===== src/rtl/regfile_pkg.sv =====
// rtl/regfile_pkg.sv - shared register-file defaults and address qualification
// Purpose : default geometry for regfile_sb and the addr_ok() helper that decides
//           whether an address names a real, writable register. The control FSM
//           calls the same helper in its stall logic, so the rule lives in one place.
// Ports   : none (package)
package regfile_pkg;

   localparam int DATA_W_DEF = 8;
   localparam int NREGS_DEF  = 8;
   localparam int ADDR_W_DEF = 5;
   localparam int ZERO_IDX   = 0;

   // True when addr is inside the implemented range and is not the hardwired zero register.
   function automatic logic addr_ok(input logic [31:0] addr,
                                    input int unsigned nregs,
                                    input logic        zero_reg);
      return (addr < nregs) && !(zero_reg && (addr == 32'(ZERO_IDX)));
   endfunction

endpackage


===== src/rtl/regfile_sb_read_port.sv =====
// rtl/regfile_sb_read_port.sv - one read port: range check, write bypass, busy qualification
// Purpose : turns the raw storage/busy lookup for one read address into the
//           architecturally visible read data and busy flag.
// Ports   : raddr_i              read address
//           rd_data_i/rd_busy_i  raw storage word and busy bit at raddr_i
//           wrN_ok_i             write port N enable, already range/zero qualified
//           waddrN_i/wdataN_i    write port N address and data
//           rdata_o              read data (0 for illegal addresses)
//           busy_o               pending-write flag, cleared when the clearing write is bypassed
module rf_read_port
   import regfile_pkg::*;
#(
   parameter int DATA_W   = DATA_W_DEF,
   parameter int NREGS    = NREGS_DEF,
   parameter int ADDR_W   = ADDR_W_DEF,
   parameter int ZERO_REG = 1,
   parameter int BYPASS   = 1
) (
   input  logic [ADDR_W-1:0] raddr_i,
   input  logic [DATA_W-1:0] rd_data_i,
   input  logic              rd_busy_i,
   input  logic              wr0_ok_i,
   input  logic [ADDR_W-1:0] waddr0_i,
   input  logic [DATA_W-1:0] wdata0_i,
   input  logic              wr1_ok_i,
   input  logic [ADDR_W-1:0] waddr1_i,
   input  logic [DATA_W-1:0] wdata1_i,
   output logic [DATA_W-1:0] rdata_o,
   output logic              busy_o
);

   localparam logic        ZR = (ZERO_REG != 0);
   localparam logic        BY = (BYPASS != 0);
   localparam int unsigned NR = NREGS;

   logic rd_ok;
   logic hit0;
   logic hit1;

   assign rd_ok = addr_ok(32'(raddr_i), NR, ZR);

   // Write enables arrive already qualified, so a hit can never land on the zero register.
   assign hit0 = BY & wr0_ok_i & (waddr0_i == raddr_i);
   assign hit1 = BY & wr1_ok_i & (waddr1_i == raddr_i);

   always_comb begin
      rdata_o = '0;
      if (rd_ok) begin
         if (hit1) begin
            rdata_o = wdata1_i;
         end else if (hit0) begin
            rdata_o = wdata0_i;
         end else begin
            rdata_o = rd_data_i;
         end
      end
   end

   // A write that is visible through the bypass already satisfies the reader, so no stall.
   assign busy_o = rd_ok & rd_busy_i & ~(hit0 | hit1);

endmodule


===== src/rtl/regfile_sb.sv =====
// rtl/regfile_sb.sv - 2R/2W register file with per-register busy scoreboard
// Purpose : architectural registers between decode and the ALU/memory writeback
//           paths, with write-to-read bypass and pending-write tracking for RAW/WAW stalls.
// Ports   : ph1, reset             clock, synchronous active-high reset
//           we0/waddr0/wdata0      write port 0 (ALU writeback)
//           we1/waddr1/wdata1      write port 1 (memory writeback, wins on collision)
//           raddr_a/b, rdata_a/b   combinational read ports
//           rsv_en/rsv_addr        mark a register busy for a pending multicycle write
//           busy_a/b, hazard       scoreboard status for the control FSM
module regfile_sb
   import regfile_pkg::*;
#(
   parameter int DATA_W   = DATA_W_DEF,
   parameter int NREGS    = NREGS_DEF,
   parameter int ADDR_W   = ADDR_W_DEF,
   parameter int ZERO_REG = 1,
   parameter int BYPASS   = 1
) (
   input  logic              ph1,
   input  logic              reset,
   input  logic              we0,
   input  logic [ADDR_W-1:0] waddr0,
   input  logic [DATA_W-1:0] wdata0,
   input  logic              we1,
   input  logic [ADDR_W-1:0] waddr1,
   input  logic [DATA_W-1:0] wdata1,
   input  logic [ADDR_W-1:0] raddr_a,
   input  logic [ADDR_W-1:0] raddr_b,
   output logic [DATA_W-1:0] rdata_a,
   output logic [DATA_W-1:0] rdata_b,
   input  logic              rsv_en,
   input  logic [ADDR_W-1:0] rsv_addr,
   output logic              busy_a,
   output logic              busy_b,
   output logic              hazard
);

   // Storage spans the full address space so every index is in range; entries at
   // or above NREGS are never written and stay at their reset value.
   localparam int          DEPTH = 1 << ADDR_W;
   localparam logic        ZR    = (ZERO_REG != 0);
   localparam int unsigned NR    = NREGS;

   logic [DATA_W-1:0] mem_q [DEPTH];
   logic [DATA_W-1:0] mem_d [DEPTH];
   logic [DEPTH-1:0]  busy_q;
   logic [DEPTH-1:0]  busy_d;

   logic wr0_ok;
   logic wr1_ok;
   logic rsv_ok;

   assign wr0_ok = we0    & addr_ok(32'(waddr0), NR, ZR);
   assign wr1_ok = we1    & addr_ok(32'(waddr1), NR, ZR);
   assign rsv_ok = rsv_en & addr_ok(32'(rsv_addr), NR, ZR);

   // Port 1 is applied after port 0 so it wins a same-address collision; the
   // reservation is applied last so a new reservation survives a same-cycle write.
   always_comb begin
      mem_d  = mem_q;
      busy_d = busy_q;
      if (wr0_ok) begin
         mem_d[waddr0]  = wdata0;
         busy_d[waddr0] = 1'b0;
      end
      if (wr1_ok) begin
         mem_d[waddr1]  = wdata1;
         busy_d[waddr1] = 1'b0;
      end
      if (rsv_ok) begin
         busy_d[rsv_addr] = 1'b1;
      end
   end

   always_ff @(posedge ph1) begin
      if (reset) begin
         for (int r = 0; r < DEPTH; r++) begin
            mem_q[r] <= '0;
         end
         busy_q <= '0;
      end else begin
         mem_q  <= mem_d;
         busy_q <= busy_d;
      end
   end

   rf_read_port #(
      .DATA_W(DATA_W), .NREGS(NREGS), .ADDR_W(ADDR_W), .ZERO_REG(ZERO_REG), .BYPASS(BYPASS)
   ) u_port_a (
      .raddr_i  (raddr_a),
      .rd_data_i(mem_q[raddr_a]),
      .rd_busy_i(busy_q[raddr_a]),
      .wr0_ok_i (wr0_ok),
      .waddr0_i (waddr0),
      .wdata0_i (wdata0),
      .wr1_ok_i (wr1_ok),
      .waddr1_i (waddr1),
      .wdata1_i (wdata1),
      .rdata_o  (rdata_a),
      .busy_o   (busy_a)
   );

   rf_read_port #(
      .DATA_W(DATA_W), .NREGS(NREGS), .ADDR_W(ADDR_W), .ZERO_REG(ZERO_REG), .BYPASS(BYPASS)
   ) u_port_b (
      .raddr_i  (raddr_b),
      .rd_data_i(mem_q[raddr_b]),
      .rd_busy_i(busy_q[raddr_b]),
      .wr0_ok_i (wr0_ok),
      .waddr0_i (waddr0),
      .wdata0_i (wdata0),
      .wr1_ok_i (wr1_ok),
      .waddr1_i (waddr1),
      .wdata1_i (wdata1),
      .rdata_o  (rdata_b),
      .busy_o   (busy_b)
   );

   // WAW: reserving a register that is still pending also stalls.
   assign hazard = busy_a | busy_b | (rsv_ok & busy_q[rsv_addr]);

endmodule


===== config.mk =====
export PLATFORM = sky130hd
export DESIGN_NAME = regfile_sb
export DESIGN_NICKNAME = d
export VERILOG_FILES = /design/src/rtl/regfile_pkg.sv /design/src/rtl/regfile_sb_read_port.sv /design/src/rtl/regfile_sb.sv
export SDC_FILE = /design/constraint.sdc
export NUM_CORES = 1
export LEC_CHECK = 0
export ABC_AREA = 1
export CAP_MARGIN = 40
export CELL_PAD_IN_SITES_DETAIL_PLACEMENT = 2
export CELL_PAD_IN_SITES_GLOBAL_PLACEMENT = 2
export CORE_MARGIN = 8
export CORE_UTILIZATION = 36
export DETAILED_ROUTE_END_ITERATION = 10
export PLACE_DENSITY = 0.95
export SYNTH_ARGS = -nofsm -noshare
export SYNTH_HDL_FRONTEND = slang
export SYNTH_SLANG_ARGS = --single-unit

===== constraint.sdc =====
create_clock -name ph1 -period 4 [get_ports ph1]
set_clock_uncertainty 0.15 [all_clocks]
set_input_delay 0.8 -clock ph1 [delete_from_list [all_inputs] [get_ports ph1]]
set_output_delay 0.8 -clock ph1 [all_outputs]
set_load 0.03 [all_outputs]

==> qor.yml, run 1 <==
multi_input_area_mm2: 0.005233
slew_headroom_pct: 47.29
hold_buffers: 0
grt_overflow: 0
crit_buf_inv: 4
row_count: 65
fin_hold_ws_ps: 275.0
fp.dieW_um: 194.9
vias_per_cell: 5.803
grt_pass1_wl_um: 88270
grt_pass1_vias: 14610
fmax_mhz: 247.9
cts_tree: "built"
cp_top_family: "simple AND/OR/NAND/NOR gates"
startpoint_type: "primary input"
fill_cells: 3685
worst_ep_arrival_time_ps: 3080
drt-total-wl_um: 57940
synthTopCellsByArea: "dfxtp_1, nand2_1, inv_1"
clockBufferDepth: 3
fin_ws_ps: -34.42
initial_core_util_pct: 36.51
required_ps: 3050
drc: 0
yosysTopAreaCell: "dfxtp_1"
crit_fanout: 10
timing.final.crit_share_pct: 100.9
drt-pass1-iter-count: 5
r2r_cells: 2
p_leak_nw: 5.576
routedWlPerCell_um: 26.27
antenna_found_initial: 0
criticalPathCategory: "primary input to output port"
via_count: 12800
worstSkewPairLatency_ps: 560
status: "finished, violations left"
first_iter_violations: 787
clock-root-buffer: "clkbuf_16"
synth.cell_area_mm2: 0.01152
path_common_cell: "buf_4"
nNetsFinal: 1831
slowest_delay_ps: 580
ir_drop_v: 0.0005237
ff_latch_area_mm2: 0.004805
dp_hpwl_um: 35690
critical_path_depth: 10
worstMarginPinSlew_ps: 788.1
whs_path_depth: 2
io_buffers: 64
crit_path_end_kind: "output port"
cap_violations: 0
ys_seq_area_share_pct: 41.70
fin_area_mm2: 0.01373
htreeDepth: 1
setup_violations: 2
maxSlewViolCount: 0
gp_congestion: 0.8964
synth.net_count: 1791
drive_gt1_share_pct: 8.869
path_cells: "clkdlybuf4s50_1, nor2_2, nand3_4, nor3_4, nand2_4, buf_4, or2_2, nand3_1, inv_1, buf_4"
synth_top_area_share_pct: 41.70
violations: "negative setup slack"
design.core.area_mm2: 0.03156
ant_nets: 0
period_needed_ps: 4034
die_height_um: 194.9
power_density_mw_per_mm2: 415.5
placed_area_mm2: 0.01275
postCtsSetupRepairBufs: 0
cpMaxStageDelayCell: "clkdlybuf4s50_1"
pin_count: 65
grt_start_max_net_pins: 147
grt_use_total_pct: 29.47
diodes: 0
cts_made_buffers: 28
cts.clk_slew.worst_paths_ps: 60
cts_sinks: 240
areaGrowthSynthToFinish_pct: 19.12
synth_warnings: 0
syn-instance-count: 1745
min_path_type: "flop to flop"
yosysUniqueCellTypes: 38
die-area_mm2: 0.03799
final_hold_viol_count: 0
yosys_register_bits: 240
postSynthAreaPerCell_um2: 6.603
## cell usage after synthesis, drive strengths merged
| cell type | instances |
|---|---|
| a211oi | 3 |
| a21oi | 140 |
| a311oi | 1 |
| a31oi | 12 |
| and2 | 1 |
| buf | 54 |
| clkbuf | 54 |
| clkinv | 1 |
| dfxtp | 240 |
| inv | 284 |
| nand2 | 316 |
| nand3 | 127 |
| nand3b | 1 |
| nand4 | 10 |
| nor2 | 256 |
| nor3 | 9 |
| nor4 | 3 |
| o2111ai | 3 |
| o211ai | 22 |
| o21a | 1 |
| o21ai | 165 |
| o221ai | 14 |
| o22ai | 13 |
| or2 | 1 |
| xor2 | 14 |
## flip-flops by register name (all words and copies together) (netlist names)
name / flops
busy_q: 32
mem_q: 208
## kinds of logic after synthesis
family                 synth area share [%]
XOR/XNOR                              1.064
AND/OR/NAND/NOR                       26.00
buffers and inverters                 13.49
flip-flops                            41.70
AO/OA/AOI/OAI                         17.75
## where the power goes
group | total [mW] | internal [mW] | switching [mW]
Sequential | 2.41 | 2.40 | 0.0127
Combinational | 0.677 | 0.205 | 0.472
Clock | 2.61 | 1.47 | 1.14
Total | 5.70 | 4.08 | 1.62
## cell usage in the layout, fill, tap and decap left out, types with 13 or more instances in the layout
cell type        netlist  layout
nand2_1              312     310
inv_1                272     268
nor2_1               253     252
dfxtp_1              240     240
o21ai_0              155     155
a21oi_1              139     135
nand3_1              126     126
buf_4                  6      56
clkdlybuf4s50_1        0      36
clkbuf_16              0      28
o211ai_1              22      22
buf_12                 0      17
inv_2                 12      14
xor2_1                14      14
o221ai_1              14      14
o22ai_1               13      13
## cell type report
| class | count | area share, % |
|---|---|---|
| clock buffers | 40 | 5.943 |
| clock inverters | 9 | 0.6108 |
| inverters | 285 | 7.821 |
| multi-input cells | 1112 | 38.12 |
| flip-flops and latches | 240 | 35.00 |
| well taps | 402 | 3.665 |
| repair buffers | 118 | 8.833 |
## per-layer routing
| layer | wire length, µm | share of wire, % | track usage, % |
|---|---|---|---|
| met1 | 21830 | 38 | 31.90 |
| met5 | 0 | 0 | 0 |
| met4 | 3464 | 6.0 | 17.01 |
| met3 | 3257 | 5.6 | 4.629 |
| met2 | 29390 | 51 | 53.79 |
## what timing repair did
| action | CTS | global route |
|---|---|---|
| endpoints found under the setup margin | 16 | 13 |
| pin swaps | 1 | 2 |
| gates resized for setup | 13 | 12 |
## through the flow
| step | setup TNS, ps | setup slack [ps] | util (%) | cells | total power [mW] |
|---|---|---|---|---|---|
| after floorplan | 0 | 630.3 | - | 1745 | 2.798 |
| after global placement | 0 | 51.85 | 40.39 | 2157 | 3.043 |
| after detailed placement | -155.2 | -86.82 | 40.39 | 2157 | 3.082 |
| after CTS | 0 | 10.22 | 43.34 | 2206 | 5.692 |
| after global routing | -14.32 | -14.32 | 43.50 | 2206 | 5.846 |
| final | -42.84 | -34.42 | 43.50 | 2206 | 5.702 |
## worst reg2reg max path, cell delays in order, from the launching register on
cell and delay, ps:
dfxtp_1 450, nand3_1 130, a21oi_1 420
## final timing paths
path,start,to,slack (ps)
worst max-delay path,waddr1[4],rdata_b[4],-30
worst min-delay path,mem_q[164],mem_q[164],280
worst max register to register,busy_q[6],busy_q[6],2710
worst min register to register,mem_q[164],mem_q[164],280
No activity file was read; power rests on OpenSTA's default activity.
==> run 2, diff against run 1 <==
SYNTH_HIERARCHICAL = 1   (was default)
==> run 2 against run 1 <==
- the run still ends with negative setup slack left
- critical path depth is 2 higher
- fmax decreased by 5.2%
- utilization shrank 1.3 points
- cell area grew 39%
- wire length grew 81%
- largest cell class unchanged
- critical path type unchanged
- register-to-register slack worse by 370 ps
==> qor.yml, run 2 <==
status: "finished, violations left"
violations: "negative setup slack"
power_density_mw_per_mm2: 414.9
multi_input_area_mm2: 0.008503
cpMaxStageDelayCell: "clkdlybuf4s50_1"
grt_start_max_net_pins: 118
crit_path_end_kind: "output port"
cts.clk_slew.worst_paths_ps: 60
ff_latch_area_mm2: 0.005766
fp.dieW_um: 229.5
p_sw_mw: 2.498
gp_congestion: 0.8955
postSynthAreaPerCell_um2: 6.047
path_common_cell: "nand2_1"
reg_top3: "mem_q x256, busy_q x32"
vias_per_cell: 6.255
async_reset_ff_share_pct: 0
synth_top_area_share_pct: 35.14
clkPwrFrac_pct: 48.9
final_common_cell: "nand2_1"
drt-pass1-iter-count: 5
ys_seq_area_share_pct: 35.14
grt_pass1_vias: 23060
dp.cells: 3278
die-area_mm2: 0.05266
yosys_register_bits: 288
fin_area_mm2: 0.01908
tns_ps: -714.3
ir_drop_v: 0.0003397
largest-register: "mem_q"
synth_warnings: 6
syn-instance-count: 2713
row_count: 78
largest_reg_flops: 256
cts_made_buffers: 37
worstMarginPinSlew_ps: 871.6
grt_overflow: 0
via_count: 21020
p_leak_nw: 8.540
required_ps: 3050
die_height_um: 229.5
setup_violations: 11
maxSlewViolCount: 0
clock-root-buffer: "clkbuf_16"
dp_slack_ps: -82.38
clockBufferDepth: 3
ys.flop_type: "dfxtp_1"
path_cells: "clkdlybuf4s50_1, nor2_1, nand2_2, a21oi_4, nand2_1, nor2_4, nand3_4, nand2_1, nand3_1, nand2_1, inv_1, buf_4"
yosysMostFrequentCell: "nand2_1"
period_needed_ps: 4255
grt_use_total_pct: 36.29
cp_top_family: "simple AND/OR/NAND/NOR gates"
crit_buf_inv: 3
fill_cells: 5408
synth.net_count: 2759
startpoint_type: "primary input"
finalNonFillerCells: 3361
worstSkewPairLatency_ps: 600
pin_count: 65
slowest_delay_ps: 530
drive_gt1_share_pct: 8.778
initial_core_util_pct: 36.31
routedWlPerCell_um: 31.24
yosysUniqueCellTypes: 28
fmax_mhz: 235.0
synthTopCellsByArea: "dfxtp_1, nand2_1, nand3_1"
drc: 0
final_hold_viol_count: 0
nNetsFinal: 2776
fin_ws_ps: -255.5
cts_tree: "built"
design.core.area_mm2: 0.04519
crit_fanout: 9
min_path_type: "flop to flop"
placed_area_mm2: 0.01760
dp_hpwl_um: 58090
ant_nets: 0
cap_violations: 0
final_cell_mix: "nand2_1, inv_1, nand3_1, dfxtp_1, nor2_1"
criticalPathCategory: "primary input to output port"
seqPwrFrac_pct: 36.6
htreeDepth: 2
p_int_mw: 5.417
synth.cell_area_mm2: 0.01641
io_buffers: 64
yosysTopAreaCell: "dfxtp_1"
first_iter_violations: 2132
timing.final.crit_share_pct: 106.4
combPwrFrac_pct: 14.5
worst_ep_arrival_time_ps: 3310
switching_share_pct: 31.56
slew_headroom_pct: 41.75
grt_pass1_wl_um: 147300
cts_sinks: 288
synth_common_cells: "nand2_1, inv_1, nand3_1"
synth-edff-count: 0
drt-total-wl_um: 105000
antenna_found_initial: 7
areaGrowthSynthToFinish_pct: 16.29
## run 2: changes by cell type after synthesis, sizes merged, moves of 10 or more
cell | previous run | this run
xor2 | 14 | 0
nand2 | 316 | 809
o211ai | 22 | 0
inv | 284 | 360
dfxtp | 240 | 288
buf | 54 | 99
nand3 | 127 | 323
o21ai | 165 | 202
o22ai | 13 | 0
a31oi | 12 | 2
o221ai | 14 | 0
a21oi | 140 | 243
nor2 | 256 | 294
## run 2: repair_timing
action,4_1_cts,5_1_grt
setup buffers,4,8
endpoints found under the setup margin,13,17
gates cloned,0,1
hold buffers,0,0
gates resized for setup,4,8
pin swaps,1,3
## run 2: worst reg2reg max path, delay by kind of cell (launching register included)
family          cells  cell delay [ps]
simple gates        2              190
flops               1              510
compound gates      1              560
buf+inv             1               70
## run 2: power by group through the flow
stage                     registers, mW  logic (mW)  clock network [mW]
after floorplan                    2.95       0.564                   0
after global placement             2.95       0.932                   0
after detailed placement           2.96       0.996                   0
after CTS                          2.90        1.05                3.87
after global routing               2.90        1.17                3.97
final                              2.90        1.15                3.87
## run 2: final cells by class
cell class | count | area share (%)
multi-input cells | 1903 | 44.57
clock inverters | 13 | 1.049
inverters | 368 | 7.286
flip-flops and latches | 288 | 30.22
well taps | 600 | 3.935
repair buffers | 132 | 6.926
diodes | 4 | 0.05247
clock buffers | 53 | 5.961
## run 2: final timing paths
check	startpoint	endpoint	slack [ps]	cells past startpoint
max	waddr0[4]	rdata_a[0]	-260	12
min	mem_q[165]	mem_q[165]	290	2
max reg2reg	mem_q[208]	mem_q[208]	2340	4
min reg2reg	mem_q[165]	mem_q[165]	290	2
## run 2: kinds of logic after synthesis
group / after synthesis / synth area share [%]
simple gates: 1455 / 37.64
flops: 288 / 35.14
compound gates: 447 / 13.97
buf+inv: 523 / 13.24
## run 2: metal layers
| layer | GRT usage (%) | wire [µm] | part of all wire (%) | up-vias |
|---|---|---|---|---|
| li1 | - | - | - | 8547 |
| met2 | 62.12 | 49180 | 47 | 1427 |
| met1 | 37.63 | 36480 | 35 | 10350 |
| met4 | 29.43 | 10080 | 9.6 | 6 |
| met3 | 8.677 | 9221 | 8.8 | 688 |
| met5 | 0 | 40 | 0.038 | - |
## run 2: metrics by stage
stage,hold slack [ps],utilization [%],total power [mW]
global placement,273.0,38.94,3.887
finish,293.0,42.22,7.915
detailed placement,284.5,38.94,3.954
global route,316.2,42.21,8.040
floorplan,266.3,-,3.515
CTS,297.6,41.98,7.818
